--- src/rtl/snake_pkg.sv ---
// Shared snake board definitions: cell codes, board geometry and the
// arbiter state encoding used by the playfield memory arbiter.
package snake_pkg;

   localparam int BOARD_X = 64;
   localparam int BOARD_Y = 32;
   localparam int DEPTH   = BOARD_X * BOARD_Y;
   localparam int ADDR_W  = 11;
   localparam int DATA_W  = 2;

   localparam logic [DATA_W-1:0] CELL_EMPTY = 2'd0;
   localparam logic [DATA_W-1:0] CELL_SNAKE = 2'd1;
   localparam logic [DATA_W-1:0] CELL_COIN  = 2'd2;
   localparam logic [DATA_W-1:0] CELL_WALL  = 2'd3;

   typedef enum logic {
      ST_SERVE = 1'b0,
      ST_CLEAR = 1'b1
   } arb_state_t;

endpackage

--- src/rtl/board_ram.sv ---
// Single-port playfield cell RAM: registered read, write-first, no reset,
// shaped so synthesis maps it onto block RAM.
module board_ram #(
   parameter int ADDR_W = 11,
   parameter int DATA_W = 2,
   parameter int DEPTH  = 2048
) (
   input  logic              clk,
   input  logic              we,
   input  logic [ADDR_W-1:0] addr,
   input  logic [DATA_W-1:0] wdata,
   output logic [DATA_W-1:0] rdata
);

   logic [DATA_W-1:0] mem [DEPTH];

   // One access per cycle; a write also returns the new data on rdata.
   always_ff @(posedge clk) begin
      if (we) begin
         mem[addr] <= wdata;
         rdata     <= wdata;
      end else begin
         rdata <= mem[addr];
      end
   end

endmodule

--- src/rtl/board_mem_arbiter.sv ---
// Playfield memory arbiter: shares the single board RAM port between the
// VGA read path, the game update logic and the board clear engine.
module board_mem_arbiter #(
   parameter int                        ADDR_W      = snake_pkg::ADDR_W,
   parameter int                        DATA_W      = snake_pkg::DATA_W,
   parameter int                        DEPTH       = snake_pkg::DEPTH,
   parameter int                        MAX_WAIT    = 4,
   parameter logic [DATA_W-1:0]         CLEAR_VALUE = '0
) (
   input  logic              mclk,
   input  logic              reset,
   input  logic              vid_req,
   input  logic [ADDR_W-1:0] vid_addr,
   output logic [DATA_W-1:0] vid_data,
   output logic              vid_valid,
   output logic              vid_miss,
   input  logic              game_req,
   input  logic              game_we,
   input  logic [ADDR_W-1:0] game_addr,
   input  logic [DATA_W-1:0] game_wdata,
   output logic              game_gnt,
   output logic [DATA_W-1:0] game_rdata,
   output logic              game_rvalid,
   input  logic              clear_start,
   output logic              busy,
   output logic              clear_done
);

   import snake_pkg::*;

   localparam int                WAIT_W    = $clog2(MAX_WAIT + 1);
   localparam logic [WAIT_W-1:0] WAIT_SAT  = WAIT_W'(MAX_WAIT);
   localparam logic [ADDR_W-1:0] LAST_ADDR = ADDR_W'(DEPTH - 1);

   arb_state_t        state;
   logic [ADDR_W-1:0] clr_addr;
   logic [WAIT_W-1:0] wait_cnt;

   logic              in_serve;
   logic              forced;
   logic              vid_acc;
   logic              clr_wr;

   logic              ram_we;
   logic [ADDR_W-1:0] ram_addr;
   logic [DATA_W-1:0] ram_wdata;
   logic [DATA_W-1:0] ram_rdata;

   logic [DATA_W-1:0] vid_data_q;
   logic [DATA_W-1:0] game_rdata_q;

   // A starved game request takes the slot even over video; otherwise video
   // always wins, and the sweep or the game only get the port when it is idle.
   assign in_serve = (state == ST_SERVE);
   assign forced   = in_serve & game_req & (wait_cnt == WAIT_SAT);
   assign game_gnt = in_serve & game_req & (forced | ~vid_req);
   assign vid_acc  = vid_req & ~forced;
   assign clr_wr   = (state == ST_CLEAR) & ~vid_req;
   assign busy     = (state == ST_CLEAR);

   // The RAM read port is shared, so each reader keeps its last value while
   // its own valid is low.
   assign vid_data   = vid_valid   ? ram_rdata : vid_data_q;
   assign game_rdata = game_rvalid ? ram_rdata : game_rdata_q;

   // Steer the single RAM port to whichever user owns this cycle.
   always_comb begin
      ram_we    = 1'b0;
      ram_addr  = vid_addr;
      ram_wdata = game_wdata;
      if (game_gnt) begin
         ram_we    = game_we;
         ram_addr  = game_addr;
         ram_wdata = game_wdata;
      end else if (clr_wr) begin
         ram_we    = 1'b1;
         ram_addr  = clr_addr;
         ram_wdata = CLEAR_VALUE;
      end
   end

   // Clear FSM and starvation counter; a fresh clear_start always restarts
   // the sweep at cell 0 and suppresses completion of an aborted sweep.
   always_ff @(posedge mclk or negedge reset) begin
      if (!reset) begin
         state      <= ST_CLEAR;
         clr_addr   <= '0;
         wait_cnt   <= '0;
         clear_done <= 1'b0;
      end else begin
         clear_done <= 1'b0;
         if (clear_start) begin
            state    <= ST_CLEAR;
            clr_addr <= '0;
         end else if (clr_wr) begin
            if (clr_addr == LAST_ADDR) begin
               state      <= ST_SERVE;
               clr_addr   <= '0;
               clear_done <= 1'b1;
            end else begin
               clr_addr <= clr_addr + 1'b1;
            end
         end
         if (in_serve && game_req && !game_gnt && !clear_start) begin
            if (wait_cnt != WAIT_SAT) begin
               wait_cnt <= wait_cnt + 1'b1;
            end
         end else begin
            wait_cnt <= '0;
         end
      end
   end

   // Read-valid strobes and held read data for both readers.
   always_ff @(posedge mclk or negedge reset) begin
      if (!reset) begin
         vid_valid    <= 1'b0;
         vid_miss     <= 1'b0;
         game_rvalid  <= 1'b0;
         vid_data_q   <= '0;
         game_rdata_q <= '0;
      end else begin
         vid_valid    <= vid_acc;
         vid_miss     <= vid_req & forced;
         game_rvalid  <= game_gnt & ~game_we;
         vid_data_q   <= vid_data;
         game_rdata_q <= game_rdata;
      end
   end

   board_ram #(
      .ADDR_W (ADDR_W),
      .DATA_W (DATA_W),
      .DEPTH  (DEPTH)
   ) u_ram (
      .clk   (mclk),
      .we    (ram_we),
      .addr  (ram_addr),
      .wdata (ram_wdata),
      .rdata (ram_rdata)
   );

endmodule
--- config.mk ---
export PLATFORM = sky130hd
export DESIGN_NAME = board_mem_arbiter
export DESIGN_NICKNAME = d
export VERILOG_FILES = /design/src/rtl/snake_pkg.sv /design/src/rtl/board_ram.sv /design/src/rtl/board_mem_arbiter.sv
export SDC_FILE = /design/constraint.sdc
export NUM_CORES = 2
export LEC_CHECK = 0
export BUFFER_PORTS_ARGS = -buffer_cell sky130_fd_sc_hd__buf_2
export CAP_MARGIN = 15
export CORE_MARGIN = 10
export CORE_UTILIZATION = 40
export CTS_BUF_LIST = sky130_fd_sc_hd__clkbuf_4 sky130_fd_sc_hd__clkbuf_8 sky130_fd_sc_hd__clkbuf_16
export CTS_CLUSTER_DIAMETER = 50
export DETAILED_ROUTE_END_ITERATION = 16
export HOLD_SLACK_MARGIN = 0.12
export SLEW_MARGIN = 20
export SYNTH_ARGS = -nofsm -noshare
export SYNTH_HDL_FRONTEND = slang
export SYNTH_SLANG_ARGS = --single-unit
--- constraint.sdc ---
create_clock -name mclk -period 109.4 [get_ports mclk]
set_clock_uncertainty 0.05 [all_clocks]
set_input_delay 5.47 -clock mclk [delete_from_list [all_inputs] [get_ports mclk]]
set_output_delay 5.47 -clock mclk [all_outputs]
set_load 0.01 [all_outputs]
==> out/qor.log <==
INFO  routing        drcViolationCount=0
INFO  routing        routed-via-count=96.8k
INFO  routing        routed_wire_length_per_instance=32.8um
INFO  sta            final-hold-violation-count=0
INFO  critical_path  critical-path-top-cell-by-count=buf_4
INFO  synth          ys_top_cells_by_area=edfxtp_1 (72%), mux4_2 (8.8%), nor2_1 (4.8%)
INFO  critical_path  reg2regPathDepth=16
INFO  routing        drtAntennaViolNets=0
INFO  floorplanning  initial_core_util=40.2%
INFO  clock_network  tritoncts_clock_tree=yes
INFO  synth          yosys.area_share.simple=6.42%
INFO  synth          synth-compound-area-share=3.49%
INFO  layout         total_non_filler_cell_area_in_the_finished_layout=191,000squm
INFO  synth          synth_adder_area_share=0.0220%
INFO  sta            worst-slew-pin-transition=1.23ns
INFO  synth          synth_edf_count=4,096
INFO  clock_network  clk_transition_reported_paths=0.06ns
INFO  critical_path  cp-endpoint=game_rdata[0]
INFO  pwr            worst_case_vdd_ir_drop=0.0153mV
INFO  synth          synth_top_family_by_area=multiplexers
INFO  global_routing grt_first_pass_wirelength=729,000um
INFO  sta            rsz0062_at_grt=false
INFO  critical_path  critPathSlowestCell=buf_4
INFO  synth          postSynthCellCount=9,856
INFO  placed_design  port_buffers=39
INFO  pwr            internal-power=2.70mW
INFO  layout         syn_to_final_growth=11.9%
INFO  placed_design  post_place_setup_slack=96.00ns
INFO  synth          syn_area_per_cell=17.3squm
INFO  pwr            leakagePower=57.8nW
INFO  placed_design  place_area=175,000squm
INFO  routing        routed_wl=521,000um
INFO  sta            slew_headroom=17.4%
INFO  floorplanning  die_width=672um
INFO  placed_design  routability_congestion_estimate=0.827
INFO  synth          synthFlopType=edfxtp_1
INFO  sta            finalSetupTns=0ns
INFO  pwr            switching_share_of_power=22.3%
INFO  placed_design  placed_cells_incl_taps=15.0k
INFO  routing        drt-pass1-iter-count=6
INFO  global_routing grt_pass1_vias=97.0k
INFO  synth          synth.area.mux_share=14.2%
INFO  layout         multi_input_comb_area=42,100squm
INFO  outcome        result_of_the_run=completed
INFO  clock_network  post_cts_resize_count=0
INFO  synth          synth_top_cell_by_area=edfxtp_1
INFO  global_routing grt-ovfl-total=0
INFO  min_path       min_path_type=reg2reg
INFO  global_routing antenna_violations_before_repair=53
INFO  clock_network  cts.root.buffer_cell=clkbuf_16
INFO  layout         layout_commonest_cell=edfxtp_1
INFO  synth          synthDominantCellAreaShare=72.2%
INFO  critical_path  arrival=9.08ns
INFO  floorplanning  num_rows=239
INFO  synth          yosys_warnings=0
INFO  synth          syn_area=170,000squm
INFO  clock_network  clock_tree_buf_depth=4
INFO  layout         top_library_cells_by_usage_in_the_layout_fill_and_taps_aside=edfxtp_1 (4,096), nor2_1 (2,154), mux4_2 (666), mux2i_1 (478), clkbuf_16 (455)
INFO  floorplanning  core_area=424,000squm
INFO  layout         final_layout_size_suffix_gt1_share=19.0%
INFO  critical_path  rr_endpoint=game_rdata_q[0]
INFO  critical_path  cpPeakStageDelay=0.73ns
INFO  sta            setup_slack_of_the_critical_path_after_layout=94.80ns
INFO  synth          syn-num-nets=9,889
INFO  pwr            power.share.combinational=6.1%
INFO  sta            finalWorstPathRequiredPeriod=14.60ns
INFO  layout         regArea=124,000squm
INFO  critical_path  cp_endpoint_kind=primary output
INFO  floorplanning  fp.dieArea=452,000squm
INFO  clock_network  num_cts_buffers=447
INFO  routing        drt_iter0_drc=15.0k
INFO  layout         finalNonFillerCells=15.9k
INFO  layout         fillerInstances=36.1k
INFO  pwr            power-per-cell-area=18.3nW/um^2
INFO  critical_path  timing.reg2reg.setup_slack=101.30ns
INFO  placed_design  hpwl=298,000um
INFO  critical_path  crit_fanout=101
INFO  layout         final_util=45.0%
INFO  sta            timing.final.setup_violations=0
INFO  clock_network  cts_setup_buffers=0
INFO  pwr            pwr-share-seq=50.1%
INFO  clock_network  holdBufCountCts=0
INFO  floorplanning  num_io_pins=40
INFO  synth          ys_async_sr_fraction=0.557%
INFO  sta            timing.final.max_slew_violations=0
INFO  synth          synthDistinctLibCells=100
INFO  clock_network  numClockSinks=4,130
INFO  sta            min_period_over_period=13.3%
INFO  critical_path  critPathRequiredTime=103.88ns
INFO  synth          yosys_register_bits=4,130
INFO  critical_path  setup.worst_path.start_class=register
INFO  clock_network  clock_tree.htree_level_count=5
INFO  critical_path  crit_path_cell_trace=buf_4 -> buf_4 -> buf_4 -> buf_4 -> buf_4 -> buf_12 -> mux4_2 -> a22oi_1 -> a21oi_1 -> or3_1 -> o32ai_1 -> buf_4 -> nor4_1 -> nor3_1 -> and3_1 -> a21oi_1 -> buf_2
INFO  run            count_of_maximum_capacitance_violations=0
INFO  synth          synth_xor_xnor_area_share=0.0463%
INFO  layout         final_nets=9,848
INFO  pwr            switchingPower=0.778mW
INFO  floorplanning  fp.dieH=672um
INFO  routing        routed_via_density=6.10
INFO  synth          synth_seq_area_share=72.7%
INFO  pwr            power_frac_clock=43.8%
INFO  critical_path  critical_path_class=reg2out
INFO  clock_network  clkLatencyLatePin=0.98ns
INFO  global_routing track_usage=22.3%
INFO  global_routing pin_count_of_the_biggest_net_entering_global_routing=239
INFO  sta            clock.fmax=68.5MHz
[how the worst min path moves through the flow]
stage	startpoint	to	slack, ns	cells past startpoint
after global routing	wait_cnt[0]	wait_cnt[0]	0.46	1
after global placement	wait_cnt[0]	wait_cnt[0]	0.39	1
after CTS	wait_cnt[0]	wait_cnt[0]	0.44	1
after detailed placement	wait_cnt[0]	wait_cnt[0]	0.42	1
final	wait_cnt[0]	wait_cnt[0]	0.44	1
after floorplan	wait_cnt[0]	wait_cnt[0]	0.38	1
[critical path: cells and delay by family, from the launching register on]
kind,cells,cell delay (ns)
multiplexers,1,0.34
AND/OR/NAND/NOR,4,1.11
buffers and inverters,8,4.17
flip-flops,1,0.71
AO/OA/AOI/OAI,4,1.32
[per-stage QoR]
stage | hold slack (ns) | total power, mW
2_1_floorplan | 0.380 | 1.98
3_3_place_gp | 0.394 | 1.98
3_5_place_dp | 0.421 | 1.99
4_1_cts | 0.443 | 3.49
5_1_grt | 0.460 | 3.57
6_report | 0.438 | 3.48
[power by group through the flow]
| stage | Clock (mW) | Combinational, mW | Sequential [mW] |
|---|---|---|---|
| finish | 1.52 | 0.213 | 1.74 |
| global placement | 0 | 0.208 | 1.78 |
| global route | 1.60 | 0.221 | 1.74 |
| CTS | 1.54 | 0.211 | 1.74 |
| floorplan | 0 | 0.139 | 1.85 |
| detailed placement | 0 | 0.211 | 1.78 |
[kinds of logic (layout without fill, tap and decap cells)]
family | Yosys count | after routing
flip-flops | 4130 | 4130
buffers and inverters | 818 | 1152
multiplexers | 1326 | 1326
other | 0 | 27
XOR/XNOR | 9 | 9
AND/OR/NAND/NOR | 2728 | 2728
adder cells (fa/ha/maj) | 3 | 3
AO/OA/AOI/OAI | 842 | 842
[cell usage after synthesis (all sizes together) (22+ instances only)]
| library cell | instances |
|---|---|
| nor4 | 32 |
| o221ai | 115 |
| a21oi | 158 |
| clkbuf | 390 |
| a221oi | 30 |
| nand2 | 243 |
| o22ai | 118 |
| dfrtp | 22 |
| a211oi | 50 |
| mux2 | 25 |
| nor2 | 2179 |
| nand3 | 71 |
| mux4 | 823 |
| o21ai | 87 |
| nor3 | 79 |
| mux2i | 478 |
| buf | 407 |
| a22oi | 112 |
| edfxtp | 4096 |
[cell type report]
type                    instances  area share, %
flip-flops and latches       4130           65.0
multi-input cells            4908           22.1
clock buffers                 541           6.32
well taps                    5663           3.72
clock inverters               283           1.50
repair buffers                308           1.33
inverters                      20         0.0446
diodes                         27         0.0355
[layer usage]
layer,routed length [um],GRT usage [%]
met1,198000,30.3
met2,240000,34.9
met3,58100,4.81
met4,23700,9.26
met5,174,0
[sequential cells by signal (all words and copies together), names as in the netlist, 2 cells and up, named ones only]
register and flops:
clr_addr 11, game_rdata_q 2, u_ram.mem 4096, vid_data_q 2, wait_cnt 3
Power figures use the tool's default switching activity.
